File: src/rtl/morse_key_classifier.sv
`default_nettype none
// ============================================================================
//  Module   : morse_key_classifier
//  Purpose  : Key-timing classifier for the Morse machine. Synchronizes the
//             raw key and send request, optionally debounces the key,
//             measures press/release durations and emits one-cycle symbol
//             pulses (dot, dash, send) plus letter-gap and word-gap markers.
//  Ports    : clk        - single clock, rising edge
//             reset      - synchronous, active-high
//             button     - raw key (asynchronous, active-high)
//             send       - raw send request (asynchronous, rising edge event)
//             sym        - 00 none, 01 dot, 10 dash, 11 send
//             sym_valid  - one-cycle strobe qualifying sym
//             letter_end - one-cycle strobe when a letter gap elapses
//             word_end   - one-cycle strobe when a word gap elapses
//             key_active - high while the FSM is in PRESS
//  Config   : define MORSE_DEBOUNCE_EN to enable the key debouncer
//             (stability window of DEBOUNCE_CYCLES cycles).
//  Revision : 1.0 - initial release
// ============================================================================
module morse_key_classifier #(
   parameter int CNT_W           = 16,
   parameter int DOT_MAX         = 20,
   parameter int LETTER_GAP      = 60,
   parameter int WORD_GAP        = 140,
   parameter int DEBOUNCE_CYCLES = 4
) (
   input  logic       clk,
   input  logic       reset,
   input  logic       button,
   input  logic       send,
   output logic [1:0] sym,
   output logic       sym_valid,
   output logic       letter_end,
   output logic       word_end,
   output logic       key_active
);

   // Elaboration-time guard against unsupported parameter combinations.
   generate
      if (DEBOUNCE_CYCLES < 1 || DOT_MAX < 1 || DOT_MAX >= LETTER_GAP ||
          LETTER_GAP >= WORD_GAP || WORD_GAP >= (2**CNT_W) - 1) begin : g_bad_cfg
         $error("morse_key_classifier: unsupported parameter combination");
      end
   endgenerate

   localparam logic [CNT_W-1:0] c_cnt_max    = '1;
   localparam logic [CNT_W-1:0] c_one        = CNT_W'(1);
   localparam logic [CNT_W-1:0] c_dot_max    = CNT_W'(DOT_MAX);
   localparam logic [CNT_W-1:0] c_letter_gap = CNT_W'(LETTER_GAP);
   localparam logic [CNT_W-1:0] c_word_gap   = CNT_W'(WORD_GAP);

   typedef enum logic [1:0] {
      S_IDLE  = 2'd0,
      S_PRESS = 2'd1,
      S_GAP   = 2'd2
   } state_t;

   // ---------------------------------------------------------------------
   // Input synchronizers; snd_s3_q holds the previous synchronized send
   // level for rising-edge detection.
   // ---------------------------------------------------------------------
   logic btn_s1_q, btn_s2_q;
   logic snd_s1_q, snd_s2_q, snd_s3_q;
   logic key_q;
   logic send_rise;

   always_ff @(posedge clk) begin
      if (reset) begin
         btn_s1_q <= 1'b0;
         btn_s2_q <= 1'b0;
         snd_s1_q <= 1'b0;
         snd_s2_q <= 1'b0;
         snd_s3_q <= 1'b0;
      end else begin
         btn_s1_q <= button;
         btn_s2_q <= btn_s1_q;
         snd_s1_q <= send;
         snd_s2_q <= snd_s1_q;
         snd_s3_q <= snd_s2_q;
      end
   end

   assign send_rise = snd_s2_q & ~snd_s3_q;

`ifdef MORSE_DEBOUNCE_EN
   // The key only follows the synchronized button after it has differed
   // from the current key for DEBOUNCE_CYCLES consecutive cycles.
   localparam int DB_W = $clog2(DEBOUNCE_CYCLES + 1);
   logic [DB_W-1:0] db_cnt_q;

   always_ff @(posedge clk) begin
      if (reset) begin
         key_q    <= 1'b0;
         db_cnt_q <= '0;
      end else if (btn_s2_q == key_q) begin
         db_cnt_q <= '0;
      end else if (db_cnt_q == DB_W'(DEBOUNCE_CYCLES - 1)) begin
         key_q    <= btn_s2_q;
         db_cnt_q <= '0;
      end else begin
         db_cnt_q <= db_cnt_q + 1'b1;
      end
   end
`else
   always_ff @(posedge clk) begin
      if (reset) key_q <= 1'b0;
      else       key_q <= btn_s2_q;
   end
`endif

   // ---------------------------------------------------------------------
   // Classifier FSM
   // ---------------------------------------------------------------------
   state_t           state_q, state_d;
   logic [CNT_W-1:0] press_cnt_q, press_cnt_d;
   logic [CNT_W-1:0] gap_cnt_q, gap_cnt_d;
   logic             send_pend_q, send_pend_d;
   logic [1:0]       sym_q, sym_d;
   logic             sym_valid_q, sym_valid_d;
   logic             letter_end_q, letter_end_d;
   logic             word_end_q, word_end_d;

   always_ff @(posedge clk) begin
      if (reset) begin
         state_q      <= S_IDLE;
         press_cnt_q  <= '0;
         gap_cnt_q    <= '0;
         send_pend_q  <= 1'b0;
         sym_q        <= 2'b00;
         sym_valid_q  <= 1'b0;
         letter_end_q <= 1'b0;
         word_end_q   <= 1'b0;
      end else begin
         state_q      <= state_d;
         press_cnt_q  <= press_cnt_d;
         gap_cnt_q    <= gap_cnt_d;
         send_pend_q  <= send_pend_d;
         sym_q        <= sym_d;
         sym_valid_q  <= sym_valid_d;
         letter_end_q <= letter_end_d;
         word_end_q   <= word_end_d;
      end
   end

   always_comb begin
      state_d      = state_q;
      press_cnt_d  = press_cnt_q;
      gap_cnt_d    = gap_cnt_q;
      send_pend_d  = send_pend_q;
      sym_d        = 2'b00;
      sym_valid_d  = 1'b0;
      letter_end_d = 1'b0;
      word_end_d   = 1'b0;

      case (state_q)
         S_IDLE: begin
            if (key_q) begin
               state_d     = S_PRESS;
               press_cnt_d = c_one;
            end
         end
         S_PRESS: begin
            if (key_q) begin
               if (press_cnt_q != c_cnt_max) press_cnt_d = press_cnt_q + 1'b1;
            end else begin
               sym_valid_d = 1'b1;
               sym_d       = (press_cnt_q <= c_dot_max) ? 2'b01 : 2'b10;
               state_d     = S_GAP;
               gap_cnt_d   = c_one;
            end
         end
         S_GAP: begin
            // The letter gap counts as reached on the cycle the counter holds
            // LETTER_GAP, even if the key comes back on that same cycle.
            if (gap_cnt_q == c_letter_gap) letter_end_d = 1'b1;
            if (key_q) begin
               state_d     = S_PRESS;
               press_cnt_d = c_one;
            end else if (gap_cnt_q == c_word_gap) begin
               word_end_d = 1'b1;
               state_d    = S_IDLE;
            end else if (gap_cnt_q != c_cnt_max) begin
               gap_cnt_d = gap_cnt_q + 1'b1;
            end
         end
         default: state_d = S_IDLE;
      endcase

      // Send is deferred while in PRESS (including the release cycle that
      // emits the dot/dash) and released on the first cycle outside PRESS.
      // Repeated edges while pending collapse into one send symbol.
      if (state_q == S_PRESS) begin
         if (send_rise) send_pend_d = 1'b1;
      end else if (send_rise || send_pend_q) begin
         sym_valid_d = 1'b1;
         sym_d       = 2'b11;
         send_pend_d = 1'b0;
      end
   end

   assign sym        = sym_q;
   assign sym_valid  = sym_valid_q;
   assign letter_end = letter_end_q;
   assign word_end   = word_end_q;
   assign key_active = (state_q == S_PRESS);

endmodule
`default_nettype wire

File: config.mk
export PLATFORM = sky130hd
export DESIGN_NAME = morse_key_classifier
export DESIGN_NICKNAME = d
export VERILOG_FILES = /design/src/rtl/morse_key_classifier.sv
export SDC_FILE = /design/constraint.sdc
export NUM_CORES = 1
export LEC_CHECK = 0
export BUFFER_PORTS_ARGS = -buffer_cell sky130_fd_sc_hd__buf_2
export CAP_MARGIN = 30
export CORE_MARGIN = 5
export CORE_UTILIZATION = 55
export DETAILED_ROUTE_END_ITERATION = 8
export PLACE_DENSITY = 0.79
export REMOVE_ABC_BUFFERS = 1
export SETUP_SLACK_MARGIN = 0.5
export SYNTH_ARGS = -nofsm -noshare
export SYNTH_HDL_FRONTEND = slang
export SYNTH_SLANG_ARGS = --single-unit
File: constraint.sdc
create_clock -name clk -period 2.09 [get_ports clk]
set_input_delay 0.1045 -clock clk [delete_from_list [all_inputs] [get_ports clk]]
set_output_delay 0.1045 -clock clk [all_outputs]
set_load 0.02 [all_outputs]
After elaboration in Yosys (flattened, before gate mapping)
Cells that the tools add are included.
{"block": "word_totals", "register_bits": 46, "input_bits": 4, "wordCells": 76}
{"block": "classes", "n_eq_ne": 16, "n_addsub": 2, "muxes": 28, "n_reduce_logical": 12, "magnitude_cmp": 1, "bitwise_logic": 3}
{"cell": "16-bit two-way mux", "n": 7}
{"cell": "16-bit one-hot mux with 2 select lines", "n": 2}
{"cell": "16-bit by 1-bit adder with 16-bit output, second input constant", "n": 2}
{"cell": "16-bit != test, second input constant", "n": 2}
{"cell": "2-bit two-way mux", "n": 9}
{"cell": "16-bit by 6-bit == test with 1-bit output, second input constant", "n": 1}
{"cell": "16-bit by 8-bit == test with 1-bit output, second input constant", "n": 1}
{"cell": "16-bit by 5-bit <= comparator with 1-bit output, second input constant", "n": 1}
{"cell": "2-bit != test, second input constant", "n": 5}
{"cell": "1-bit two-way mux", "n": 9}
{"cell": "2-bit by 1-bit != test with 1-bit output, second input constant", "n": 4}
{"cell": "2-bit one-hot mux with 3 select lines", "n": 1}
{"cell": "2-bit nonzero test", "n": 3}
{"cell": "5-bit AND reduction", "n": 1}
{"cell": "4-bit AND reduction", "n": 1}
{"cell": "2-bit OR reduction", "n": 2}
{"cell": "3-bit != test, second input constant", "n": 1}
{"cell": "3-bit AND reduction", "n": 1}
{"cell": "3-bit OR reduction", "n": 1}
{"cell": "2-bit by 1-bit == test with 1-bit output, second input constant", "n": 1}
{"cell": "2-bit == test, second input constant", "n": 1}
{"cell": "2-bit zero test", "n": 1}
{"cell": "1-bit inverter", "n": 2}
{"cell": "2-bit AND reduction", "n": 1}
{"cell": "other kinds (2)", "n": 2}

Logic depth before layout (Yosys ltp)
{"block": "depth", "ltp_word": 6, "ltp_mapped": 8, "depth_no_buf": 7}

Least setup slack after synthesis
Ideal clock, no wire load.
{"block": "synth_timing", "kind": "register to register", "start": "register press_cnt_q[0]", "end": "register press_cnt_q[11]", "stages_incl_launch_ff": 8, "t_required_ps": 1958, "arrival_ps": 1739, "setup_slack_ps": 219, "period_less_slack_ps": 1871, "path_buffers": 1, "path_cell_list": "dfxtp_1 -> ha_1 -> nand3_1 -> or3_4 -> o21a_1 -> clkbuf_1 -> a31oi_1 -> nor3_1"}
{"block": "synth_between", "elab_chain_cells": 4, "word_cells_on_any_way": 7, "classes_between": "add/sub: 1; eq/ne: 2; mux: 3; reduce/logical: 1"}
{"item": "from (decl)", "line_no": "116", "text": "logic [CNT_W-1:0] press_cnt_q, press_cnt_d;"}
{"item": "from (signal assigned)", "line_no": "136", "text": "press_cnt_q <= press_cnt_d;"}
{"item": "16-bit by 1-bit adder with 16-bit output", "line_no": "165", "text": "if (press_cnt_q != c_cnt_max) press_cnt_d = press_cnt_q + 1'b1;"}
{"item": "16-bit two-way mux", "line_no": "165"}
{"item": "16-bit two-way mux", "line_no": "164", "text": "if (key_q) begin"}
{"item": "16-bit one-hot mux with 2 select lines", "line_no": "156", "text": "case (state_q)"}
Several ways; a longest one is shown, not always the timed one. The select of a mux whose other input is x is not followed.
A chain may end at the register's enable or synchronous reset.

Final worst setup path
{"block": "layout_timing", "start": "register gap_cnt_q[15]", "end": "register state_q[1]"}
{"block": "layout_between", "elab_chain_cells": 3}
{"item": "from (decl)", "line_no": "117", "text": "logic [CNT_W-1:0] gap_cnt_q, gap_cnt_d;"}
{"item": "from (signal assigned)", "line_no": "137", "text": "gap_cnt_q <= gap_cnt_d;"}
{"item": "16-bit by 8-bit == test with 1-bit output", "line_no": "180", "text": "end else if (gap_cnt_q == c_word_gap) begin"}
{"item": "3-bit != test (no line)"}
{"item": "3-bit AND reduction (no line)"}
{"item": "to (signal assigned)", "line_no": "135", "text": "state_q <= state_d;"}
{"item": "to (decl)", "line_no": "115", "text": "state_t state_q, state_d;"}
Every way passes these cells.

==> report_table.html <==
<table>
<tr><th>Metric</th><th>Value</th></tr>
<tr><th colspan="2">Placed design</th></tr>
<tr><td>Detailed-placement wirelength estimate</td><td>~3.9 mm</td></tr>
<tr><td>Number of port buffers</td><td>9</td></tr>
<tr><td>Global placement routability congestion</td><td>between 0.8 and 0.9</td></tr>
<tr><td>Number of placed cells counting well taps</td><td>approximately 350</td></tr>
<tr><th colspan="2">Setup path</th></tr>
<tr><td>Max Fanout on Critical Path</td><td>4</td></tr>
<tr><td>Required time worst endpoint</td><td>approximately 2.3 ns</td></tr>
<tr><td>Bufs and invs on worst path</td><td>2</td></tr>
<tr><td>Crit start category</td><td>flop</td></tr>
<tr><td>Critical setup path kind</td><td>flop to flop</td></tr>
<tr><td>Critical Path End Type</td><td>flop</td></tr>
<tr><td>Arrival @ worst endpoint</td><td>around 2.1 ns</td></tr>
<tr><td>Critical Path Most Common Cell</td><td>buf_4</td></tr>
<tr><td>Slowest stage delay, CP</td><td>0.54 ns</td></tr>
<tr><td>Family of cells with the greatest summed delay on the critical path</td><td>simple AND/OR/NAND/NOR gates</td></tr>
<tr><td>Cell chain of the critical path</td><td>or4_4 &gt; nor3_4 &gt; buf_4 &gt; a221o_1 &gt; buf_4 &gt; nor2_1</td></tr>
<tr><td>Slowest stage cell, crit path</td><td>or4_4</td></tr>
<tr><th colspan="2">STA</th></tr>
<tr><td>Unrepaired setup endpoints after global routing</td><td>yes</td></tr>
<tr><td>Final count of pins violating max slew</td><td>0</td></tr>
<tr><td>Slew at the pin closest to its max-slew limit</td><td>0.754 ns</td></tr>
<tr><td>Sum of negative setup slack</td><td>0 ns</td></tr>
<tr><td>Max-slew headroom at the worst pin</td><td>0.496</td></tr>
<tr><td>Hold violation total from the final report</td><td>0</td></tr>
<tr><td>Maximum clock skew at final layout</td><td>between 0.007 and 0.008 ns</td></tr>
<tr><td>Final Setup Violations</td><td>0</td></tr>
<tr><td>Time the worst path needs with I/O delays and setup</td><td>between 1.5 and 2 ns</td></tr>
<tr><td>Post-route clock period utilization</td><td>0.910</td></tr>
<tr><td>Hold_ws</td><td>~0.22 ns</td></tr>
<tr><td>Fmax</td><td>between 500 and 600 MHz</td></tr>
<tr><th colspan="2">Clocking</th></tr>
<tr><td>CTS Buf Count</td><td>5</td></tr>
<tr><td>Clock tree from TritonCTS</td><td>built</td></tr>
<tr><td>Clock latency of the later-clocked register in the worst-skew pair</td><td>a little over 0.3 ns</td></tr>
<tr><td>Clk slew on worst S/H paths</td><td>roughly 0.09 ns</td></tr>
<tr><td>Root Buffer Master</td><td>clkbuf_8</td></tr>
<tr><td>H-tree levels</td><td>2</td></tr>
<tr><td>Buffer levels on the longest clock path</td><td>2</td></tr>
<tr><td>CTS sink cnt</td><td>between 40 and 50</td></tr>
<tr><th colspan="2">GRT</th></tr>
<tr><td>Overall global routing resource usage</td><td>0.221</td></tr>
<tr><td>Global-route congestion overflow total</td><td>0</td></tr>
<tr><td>Largest net degree at the start of global routing</td><td>24</td></tr>
<tr><td>Initial antenna violation count</td><td>0</td></tr>
<tr><td>Met2 capacity usage during global routing</td><td>0.355</td></tr>
<tr><td>Number of global-route vias before repair</td><td>between 2k and 2.5k</td></tr>
<tr><td>Wire length of the first global-routing pass</td><td>between 10 and 15 mm</td></tr>
<tr><td>Busiest layer in global routing</td><td>met2</td></tr>
<tr><td>Global Route met3 Usage</td><td>0.0473</td></tr>
<tr><td>Met1 demand-to-capacity share in global routing</td><td>0.296</td></tr>
<tr><th colspan="2">Pwr</th></tr>
<tr><td>Largest vdd supply drop</td><td>between 0.5 and 0.6 mV</td></tr>
<tr><td>Clock Power Share</td><td>0.368</td></tr>
<tr><td>Post-route total power</td><td>between 1.5 and 2 mW</td></tr>
<tr><td>P_int</td><td>1.15 mW</td></tr>
<tr><td>Switching fraction of total power</td><td>0.258</td></tr>
<tr><td>Static Leak</td><td>about 1.2 nW</td></tr>
<tr><td>Share of total power in combinational logic</td><td>0.065</td></tr>
<tr><td>Switching power summed over all nets</td><td>401 uW</td></tr>
<tr><td>Power per cell area</td><td>about 470 nW/um^2</td></tr>
<tr><td>Share of total power in sequential cells</td><td>0.567</td></tr>
<tr><th colspan="2">Die</th></tr>
<tr><td>Site Rows</td><td>24</td></tr>
<tr><td>Number of I/O pins</td><td>10</td></tr>
<tr><td>Area of the die</td><td>5830 sq um</td></tr>
<tr><td>Vert. Die Dim</td><td>76.3 um</td></tr>
<tr><td>DIE WIDTH</td><td>around 76 um</td></tr>
<tr><td>Core box area</td><td>approximately 4300 sq um</td></tr>
<tr><td>Initial Utilization</td><td>0.560</td></tr>
<tr><th colspan="2">Layout</th></tr>
<tr><td>Count of fill cells added during filler insertion</td><td>around 260</td></tr>
<tr><td>Antenna diodes</td><td>0</td></tr>
<tr><td>Number of standard cells in the layout, taps in and fillers out</td><td>between 300 and 400</td></tr>
<tr><td>Number of nets in the layout</td><td>352</td></tr>
<tr><td>Layout Area Growth over Synthesis</td><td>35.9%</td></tr>
<tr><td>Proportion of layout cells with a drive suffix above 1</td><td>0.412</td></tr>
<tr><td>Commonest cells after routing, fill and taps aside</td><td>buf_4, nor2_1, nand2_1, dfxtp_1, a21oi_1</td></tr>
<tr><td>Most frequent standard cell in the layout excluding fill and tap cells</td><td>buf_4</td></tr>
<tr><th colspan="2">Synthesis</th></tr>
<tr><td>Synthesis-stage register bit count</td><td>between 40 and 50</td></tr>
<tr><td>Number of distinct library cell variants in the gate-level netlist after synthesis</td><td>57</td></tr>
<tr><td>Count of flip-flops with a built-in enable after synthesis</td><td>0</td></tr>
<tr><td>Summed instance area of the synthesized netlist</td><td>around 2400 sq um</td></tr>
<tr><td>Cells after synthesis</td><td>a little under 300</td></tr>
<tr><td>Register area share after synthesis</td><td>0.381</td></tr>
<tr><td>Count of warnings emitted by yosys</td><td>0</td></tr>
<tr><td>Mapped Avg Cell Area</td><td>8.26 sq um</td></tr>
<tr><td>Most common flop cell mapped by yosys</td><td>dfxtp_1</td></tr>
<tr><td>Proportion of synthesized flip-flops having asynchronous set or reset</td><td>0</td></tr>
<tr><th colspan="2">Hold path</th></tr>
<tr><td>Hold WC Path Type</td><td>input port to flop</td></tr>
<tr><th colspan="2">Drt</th></tr>
<tr><td>Number of detailed-route iterations in the first pass</td><td>5</td></tr>
<tr><td>Aggregate routed wire length</td><td>about 7.5 mm</td></tr>
<tr><td>Total DRC errors in the routed layout</td><td>0</td></tr>
<tr><td>Vias per Instance</td><td>roughly 6.7</td></tr>
<tr><td>Post-DR wirelength/cell</td><td>approximately 19 um</td></tr>
<tr><td>Remaining number of nets flagged by the antenna check after routing</td><td>0</td></tr>
<tr><td>Drt first-iter violations</td><td>slightly above 300</td></tr>
<tr><td>Routed vias</td><td>2665</td></tr>
<tr><th colspan="2">Run</th></tr>
<tr><td>Max-cap check violation count</td><td>0</td></tr>
<tr><th colspan="2">Outcome</th></tr>
<tr><td>Run status</td><td>finished, final reports clean</td></tr>
</table>
-- cell usage after synthesis (3+ instances only) --
library cell,number,area [sq um]
nand4b_1,4,35.0
nand2_1,27,101
o41ai_1,3,26.3
nor3_1,6,30.0
o311ai_1,9,78.8
o21ai_0,6,30.0
a31oi_1,8,50.1
and3_1,5,31.3
a21oi_1,22,110
and2_1,5,31.3
o21ai_1,9,45.0
nand3_1,12,60.1
nand4_1,12,75.1
nor2b_1,10,62.6
ha_1,4,50.1
clkbuf_1,12,45.0
nor2_1,28,105
o31ai_1,5,37.5
nor4_1,4,25.0
buf_4,3,22.5
dfxtp_1,46,921
o32ai_1,3,26.3
inv_1,8,30.0
-- registers in the layout, indices dropped and copies added, names as in the netlist --
register,flops
snd_s1_q,1
word_end,1
snd_s3_q,1
letter_end,1
key_q,1
gap_cnt_q,16
sym,2
press_cnt_q,16
sym_valid,1
state_q,2
btn_s1_q,1
btn_s2_q,1
send_pend_q,1
snd_s2_q,1
-- power groups by stage --
| stage | Combinational, mW | Sequential, mW | Clock, mW |
|---|---|---|---|
| after floorplan | 0.0344 | 0.912 | 0 |
| after global placement | 0.0683 | 0.909 | 0 |
| after detailed placement | 0.0691 | 0.910 | 0 |
| after CTS | 0.0869 | 0.884 | 0.577 |
| after global routing | 0.107 | 0.882 | 0.624 |
| final | 0.101 | 0.881 | 0.572 |
-- logic make-up (layout without fill, tap and decap cells) --
group / Yosys count / after routing / share of synthesized area
and+or+nand+nor: 130 / 130 / 0.295
AOI/OAI and AO/OA: 84 / 87 / 0.246
DFF: 46 / 46 / 0.381
buffers and inverters: 28 / 77 / 0.0538
adders and majority gates: 4 / 4 / 0.0207
muxes: 1 / 1 / 0.00465
-- per-stage QoR --
stage	utilization	cell area, sq um	setup WS [ns]
finish	0.761	3290	0.187
floorplan	-	2330	0.0402
detailed placement	0.593	2560	0.173
global route	0.761	3290	0.127
global placement	0.593	2560	0.210
CTS	0.695	3010	0.245
-- per-layer routing --
metal,up-vias,wire [um]
met4,0,284
met3,36,618
met1,1256,3070
met5,-,0
met2,165,3570
li1,1208,-
-- final cells by class --
| class | instances | area, sq um | share of cell area |
|---|---|---|---|
| multi-input combinational | 222 | 1670 | 0.509 |
| sequential | 46 | 968 | 0.294 |
| timing repair buffer | 59 | 452 | 0.137 |
| clock buffer | 5 | 68.8 | 0.0209 |
| tap | 52 | 65.1 | 0.0198 |
| inverter | 10 | 37.5 | 0.0114 |
| clock inverter | 3 | 23.8 | 0.00723 |
-- path summary, 6_finish.rpt --
kind	start	end	slack, ns	cells past startpoint
setup / recovery	gap_cnt_q[15]	state_q[1]	0.19	6
hold / removal	reset	state_q[1]	0.22	2
setup reg to reg	gap_cnt_q[15]	state_q[1]	0.19	6
hold reg to reg	snd_s1_q	snd_s2_q	0.45	1
-- repair_timing --
action | CTS | global route
pin swaps | 17 | 15
buffers inserted | 17 | 14
hold endpoints to repair | 2 | 0
resized for setup | 50 | 39
gates cloned | 2 | 1
hold buffers | 2 | 0
endpoints found under the setup margin | 33 | 37
No activity file was read; power rests on OpenSTA's default activity.
